$ cat config.mk
export PLATFORM = sky130hd
export DESIGN_NAME = comb_differentiator_flat
export DESIGN_NICKNAME = d
export VERILOG_FILES = /design/src/rtl/comb_differentiator_if.sv /design/src/rtl/comb_differentiator.sv /design/src/flat_wrapper.sv
export SDC_FILE = /design/constraint.sdc
export NUM_CORES = 1
export LEC_CHECK = 0
export BUFFER_PORTS_ARGS = -buffer_cell sky130_fd_sc_hd__buf_2
export CAP_MARGIN = 15
export CORE_MARGIN = 3
export CORE_UTILIZATION = 55
export DETAILED_ROUTE_END_ITERATION = 8
export GPL_ROUTABILITY_DRIVEN = 0
export PLACE_DENSITY_LB_ADDON = 0.3
export SLEW_MARGIN = 20
export SYNTH_ARGS = -nofsm -noshare
export SYNTH_HDL_FRONTEND = slang
export SYNTH_SLANG_ARGS = --single-unit
$ cat constraint.sdc
create_clock -name i_CLK -period 5.8 [get_ports i_CLK]
set_input_delay 1.16 -clock i_CLK [delete_from_list [all_inputs] [get_ports i_CLK]]
set_output_delay 1.16 -clock i_CLK [all_outputs]
set_load 0.1 [all_outputs]
$ cat src/rtl/comb_differentiator_if.sv
// Stream bundle for comb_differentiator: control, input sample channel and result channel.
//
// Handshake: a transfer happens on a rising edge where i_CLK_EN, the channel's
// valid and the channel's ready are all high. The producer holds valid and data
// steady until that transfer. o_READY is combinational from registered state
// and inputs and does not depend on i_VALID.
interface comb_differentiator_if #(
  parameter int W = 8
);
  logic         i_CLK_EN;
  logic         i_CLEAR;
  logic         i_VALID;
  logic         o_READY;
  logic [W-1:0] i_SAMPLE;
  logic         o_VALID;
  logic         i_READY;
  logic [W-1:0] o_DIFFERENCE;
  logic         o_OVERFLOW;
  logic         o_PRIMED;

  // Drives the block: enable, clear, upstream samples and downstream ready.
  modport master (
    output i_CLK_EN, i_CLEAR, i_VALID, i_SAMPLE, i_READY,
    input  o_READY, o_VALID, o_DIFFERENCE, o_OVERFLOW, o_PRIMED
  );

  // The differentiator itself.
  modport slave (
    input  i_CLK_EN, i_CLEAR, i_VALID, i_SAMPLE, i_READY,
    output o_READY, o_VALID, o_DIFFERENCE, o_OVERFLOW, o_PRIMED
  );
endinterface

$ cat src/rtl/comb_differentiator.sv
// Streaming signed differencer y[n] = x[n] - x[n-M] over accepted samples.
// One output register with valid/ready on both sides. It takes a new sample in
// the same cycle the held result is consumed, so it runs at full rate with no bubble.
// The history is zero before priming, so the first results equal the raw inputs.
module comb_differentiator #(
  parameter int p_DATA_WIDTH = 8,
  parameter int p_DELAY      = 1,
  parameter int p_SATURATE   = 0
) (
  input  logic                  i_CLK,
  input  logic                  i_RESET_N,
  comb_differentiator_if.slave  bus
);
  localparam int W  = p_DATA_WIDTH;
  localparam int M  = p_DELAY;
  localparam int CW = $clog2(M + 1);

  logic [W-1:0]  hist_q [M];
  logic [W-1:0]  hist_d [M];
  logic [CW-1:0] cnt_q, cnt_d;
  logic          valid_q, valid_d;
  logic          ovf_q, ovf_d;
  logic [W-1:0]  diff_q, diff_d;

  logic [W:0]    d_full;
  logic          ovf_now;
  logic [W-1:0]  res_now;
  logic          ready;
  logic          accept;
  logic          consume;

  // The block can take a sample when the output slot is free or is being drained now.
  assign ready   = bus.i_CLK_EN && (!valid_q || bus.i_READY);
  assign accept  = bus.i_CLK_EN && bus.i_VALID && ready;
  assign consume = bus.i_CLK_EN && valid_q && bus.i_READY;

  assign bus.o_READY      = ready;
  assign bus.o_VALID      = valid_q;
  assign bus.o_DIFFERENCE = diff_q;
  assign bus.o_OVERFLOW   = ovf_q;
  assign bus.o_PRIMED     = (cnt_q == CW'(M));

  // Difference at W+1 bits, overflow from the top two bits, optional clamp.
  always_comb begin
    d_full  = {bus.i_SAMPLE[W-1], bus.i_SAMPLE} - {hist_q[M-1][W-1], hist_q[M-1]};
    ovf_now = d_full[W] ^ d_full[W-1];
    res_now = d_full[W-1:0];
    if (p_SATURATE != 0 && ovf_now) begin
      res_now = d_full[W] ? {1'b1, {(W-1){1'b0}}} : {1'b0, {(W-1){1'b1}}};
    end
  end

  // Next state: clear beats accept and consume; accept refills the slot even while draining.
  always_comb begin
    hist_d  = hist_q;
    cnt_d   = cnt_q;
    valid_d = valid_q;
    ovf_d   = ovf_q;
    diff_d  = diff_q;
    if (bus.i_CLK_EN) begin
      if (bus.i_CLEAR) begin
        for (int i = 0; i < M; i++) hist_d[i] = '0;
        cnt_d   = '0;
        valid_d = 1'b0;
        ovf_d   = 1'b0;
        diff_d  = '0;
      end else if (accept) begin
        for (int i = M - 1; i > 0; i--) hist_d[i] = hist_q[i-1];
        hist_d[0] = bus.i_SAMPLE;
        diff_d    = res_now;
        ovf_d     = ovf_now;
        valid_d   = 1'b1;
        if (cnt_q != CW'(M)) cnt_d = cnt_q + CW'(1);
      end else if (consume) begin
        valid_d = 1'b0;
      end
    end
  end

  // State registers with asynchronous active-low reset.
  always_ff @(posedge i_CLK or negedge i_RESET_N) begin
    if (!i_RESET_N) begin
      for (int i = 0; i < M; i++) hist_q[i] <= '0;
      cnt_q   <= '0;
      valid_q <= 1'b0;
      ovf_q   <= 1'b0;
      diff_q  <= '0;
    end else begin
      hist_q  <= hist_d;
      cnt_q   <= cnt_d;
      valid_q <= valid_d;
      ovf_q   <= ovf_d;
      diff_q  <= diff_d;
    end
  end
endmodule

$ cat src/flat_wrapper.sv
// flat-port wrapper written by rule: the top's interface ports become plain ports
module comb_differentiator_flat 
#(
  parameter int p_DATA_WIDTH = 8,
  parameter int p_DELAY      = 1,
  parameter int p_SATURATE   = 0
)
  (i_CLK, i_RESET_N, bus_i_CLK_EN, bus_i_CLEAR, bus_i_VALID, bus_i_SAMPLE, bus_i_READY, bus_o_READY, bus_o_VALID, bus_o_DIFFERENCE, bus_o_OVERFLOW, bus_o_PRIMED);
  comb_differentiator_if bus_i ();
  input  logic i_CLK;
  input  logic i_RESET_N;
  input wire logic [$bits(bus_i.i_CLK_EN)-1:0] bus_i_CLK_EN;
  input wire logic [$bits(bus_i.i_CLEAR)-1:0] bus_i_CLEAR;
  input wire logic [$bits(bus_i.i_VALID)-1:0] bus_i_VALID;
  input wire logic [$bits(bus_i.i_SAMPLE)-1:0] bus_i_SAMPLE;
  input wire logic [$bits(bus_i.i_READY)-1:0] bus_i_READY;
  output wire logic [$bits(bus_i.o_READY)-1:0] bus_o_READY;
  output wire logic [$bits(bus_i.o_VALID)-1:0] bus_o_VALID;
  output wire logic [$bits(bus_i.o_DIFFERENCE)-1:0] bus_o_DIFFERENCE;
  output wire logic [$bits(bus_i.o_OVERFLOW)-1:0] bus_o_OVERFLOW;
  output wire logic [$bits(bus_i.o_PRIMED)-1:0] bus_o_PRIMED;
  assign bus_i.i_CLK_EN = bus_i_CLK_EN;
  assign bus_i.i_CLEAR = bus_i_CLEAR;
  assign bus_i.i_VALID = bus_i_VALID;
  assign bus_i.i_SAMPLE = bus_i_SAMPLE;
  assign bus_i.i_READY = bus_i_READY;
  assign bus_o_READY = bus_i.o_READY;
  assign bus_o_VALID = bus_i.o_VALID;
  assign bus_o_DIFFERENCE = bus_i.o_DIFFERENCE;
  assign bus_o_OVERFLOW = bus_i.o_OVERFLOW;
  assign bus_o_PRIMED = bus_i.o_PRIMED;
  comb_differentiator #(.p_DATA_WIDTH(p_DATA_WIDTH), .p_DELAY(p_DELAY), .p_SATURATE(p_SATURATE)) u_core (.i_CLK(i_CLK), .i_RESET_N(i_RESET_N), .bus(bus_i));
endmodule
==> impl_metrics.csv <==
group,metric,value,unit
setup_path,rr_worst_depth,7,
worst_hold_path,min_to,"u_core.bus.o_DIFFERENCE[6]",
cts,cts_tree,"done",
die,std_cell_rows,15,
die,start_util,59.2,%
job,drv_cap,0,
synth,syn-num-nets,124,
final_layout,instances_no_fill,153,
cts,cts_buffers,3,
drt,via_count,806,
setup_path,worstPathRequired,4.64,ns
timing,tightest_slew,0.597,ns
setup_path,r2r_slack,3.82,ns
pwr,power.total,382,µW
setup_path,worstReg2RegStart,"u_core.hist_q[1]",
cts,root_buffer,"clkbuf_4",
cts,max-clock-path-buffers,2,
drt,drc,0,
pwr,leakage,0.000625,µW
cts,cts_resized,0,
grt,grt_overflow_total,0,
cts,cts_num_sinks,19,
setup_path,startpoint_type,"input pin",
setup_path,crit_top_cell,"buf_2",
synth,synthArstFlopShare,100,%
setup_path,crit_type,"in -> out",
die,die_w,49.4,µm
drt,wirelength,1970,µm
synth,ys_seq_area_share,46.0,%
drt,viasPerCell,5.27,
setup_path,timing.rr.end,"u_core.bus.o_DIFFERENCE[5]",
place,place_hpwl,1500,µm
final_layout,area_growth_syn_to_layout,17.1,%
pwr,p_per_area,315,nW/µm²
final_layout,final_nets,152,
grt,grt_pass1_wl,3660,µm
setup_path,path_cells,"buf_2 > nand2b_1 > and2_1 > buf_2",
final_layout,drive_gt1_share,23.4,%
final_layout,diodes,0,
timing,finalSetupViolations,0,
synth,ys_ff_latch,19,
run_status,status,"finished clean",
drt,first_pass_iters,4,
timing,slew_violations,0,
synth,syn_area,1030,µm²
cts,clkTransAtPathRegs,0.11,ns
synth,synth_cells,101,
worst_hold_path,hold_depth,2,
timing,period_share,53.3,%
timing,tns,0,ns
setup_path,crit_path_max_fanout,3,
synth,ys_warn_count,0,
drt,post_drt_wl_per_cell,12.9,µm
worst_hold_path,hold_path.class,"reg -> reg",
synth,synth_top_area_share,46.0,%
setup_path,cpMaxStageDelayCell,"buf_2",
cts,htreeDepth,1,
setup_path,endpoint_kind,"output pin",
worst_hold_path,hold_start,"u_core.bus.o_DIFFERENCE[6]",
timing,hold_violations,0,
cts,clock_latency,0.29,ns
grt,antenna_found_initial,0,
synth,avgSynthCellArea,10.2,µm²
synth,yosysMostFrequentCell,"dfrtp_1",
synth,synthTopCellsByCount,"dfrtp_1 (19), nand2_1 (12), inv_1 (11), o21ai_0 (10), a22o_1 (9)",
place,placed_cells,149,
pwr,ir_drop,165,µV
synth,yosys.cell_types.count,26,
synth,ys.flop_type,"dfrtp_1",
die,die_h,49.4,µm
synth,yosys-top-cells-area,"dfrtp_1 (46%), ha_1 (9.7%), a22o_1 (7.6%), o21ai_0 (4.8%), nand2_1 (4.4%)",
die,die_area,2440,µm²
grt,grt_max_degree,20,
die,core,1750,µm²
place,port_buffers,25,
setup_path,slowest_delay,0.43,ns
cts,holdBufCountCts,0,
timing,fin_skew,0.00379,ns
synth,synth_edf_count,0,
synth,synth_area_leader_cell,"dfrtp_1",
timing,slew_headroom,60.1,%
timing,rsz0062_at_grt,"no",
cts,cts_setup_buffers,0,
final_layout,register_area,475,µm²
die,num_io_pins,26,
setup_path,worstPathArrival,1.93,ns
timing,fmax,324,MHz
final_layout,fill_cells,141,
timing,post-route-min-period,3.09,ns
grt,grt_pass1_vias,840,
drt,antenna_left,0,
drt,drtIter0Drc,11,
grt,track_usage,19.4,%
final_layout,multi_input_area,509,µm²
## worst max-delay path, delay by kind of cell
family,cells,cell delay (ns)
and+or+nand+nor,2,0.27
buffers and inverters,2,0.50
## cell families after synthesis
logic type / Yosys count / share of synthesized area [%]
adder cells (fa/ha/maj): 9 / 11.6
buffers and inverters: 13 / 4.72
AND/OR/NAND/NOR: 19 / 8.60
XOR/XNOR: 5 / 4.24
flip-flops: 19 / 46.0
AO/OA/AOI/OAI: 36 / 24.8
## metrics by stage
step | area [µm²] | hold WS, ns | utilization (%) | setup slack (ns)
finish | 1210 | 0.489 | 69.3 | 2.71
global route | 1210 | 0.526 | 69.3 | 2.68
CTS | 1210 | 0.492 | 69.3 | 2.71
detailed placement | 1180 | 0.466 | 67.7 | 2.71
global placement | 1180 | 0.456 | 67.7 | 2.75
floorplan | 1030 | 0.454 | - | 2.59
## per-layer routing
layer  up-vias  track usage [%]  routed length, µm
li1        412                -                  -
met1       382             23.6                873
met2        10             33.5               1030
met3         2             3.98                 55
met4         0             7.11                 14
met5         -                0                  0
## how the worst max path moves through the flow
| stage | startpoint | to | cells after the start |
|---|---|---|---|
| final | bus_i_READY | bus_o_READY | 4 |
| after global routing | bus_i_READY | bus_o_READY | 4 |
| after CTS | bus_i_READY | bus_o_READY | 4 |
| after detailed placement | bus_i_READY | bus_o_READY | 4 |
| after global placement | bus_i_READY | bus_o_READY | 4 |
| after floorplan | bus_i_READY | bus_o_READY | 2 |
## power breakdown
part / internal [µW] / switching [µW] / total [µW]
clock: 25.6 / 40.5 / 66.2
combinational: 40.4 / 121 / 162
sequential: 147 / 7.15 / 154
## area by class of cell
type / instances / share of cell area [%]
Clock inverter: 1 / 0.414
Sequential cell: 19 / 39.3
Inverter: 11 / 3.41
Timing Repair Buffer: 25 / 10.3
Tap cell: 25 / 2.59
Multi-Input combinational cell: 69 / 42.1
Clock buffer: 3 / 1.86
## placed cells by master (no fill, tap or decap), drive strengths merged, types with 2 or more instances in the layout
cell | netlist | layout
a22o | 9 | 9
o21a | 3 | 3
clkbuf | 2 | 3
a21oi | 4 | 4
nand2 | 12 | 12
buf | 0 | 25
ha | 8 | 8
xnor2 | 2 | 2
xor2 | 3 | 3
dfrtp | 19 | 19
o21ai | 10 | 10
a21o | 4 | 4
inv | 11 | 11
## registers in the layout (all words and copies together), names as in the netlist
signal / count
u_core.bus.o_PRIMED: 1
u_core.hist_q: 8
u_core.bus.o_VALID: 1
u_core.bus.o_DIFFERENCE: 8
u_core.bus.o_OVERFLOW: 1
(Power assumes the default switching activity.)
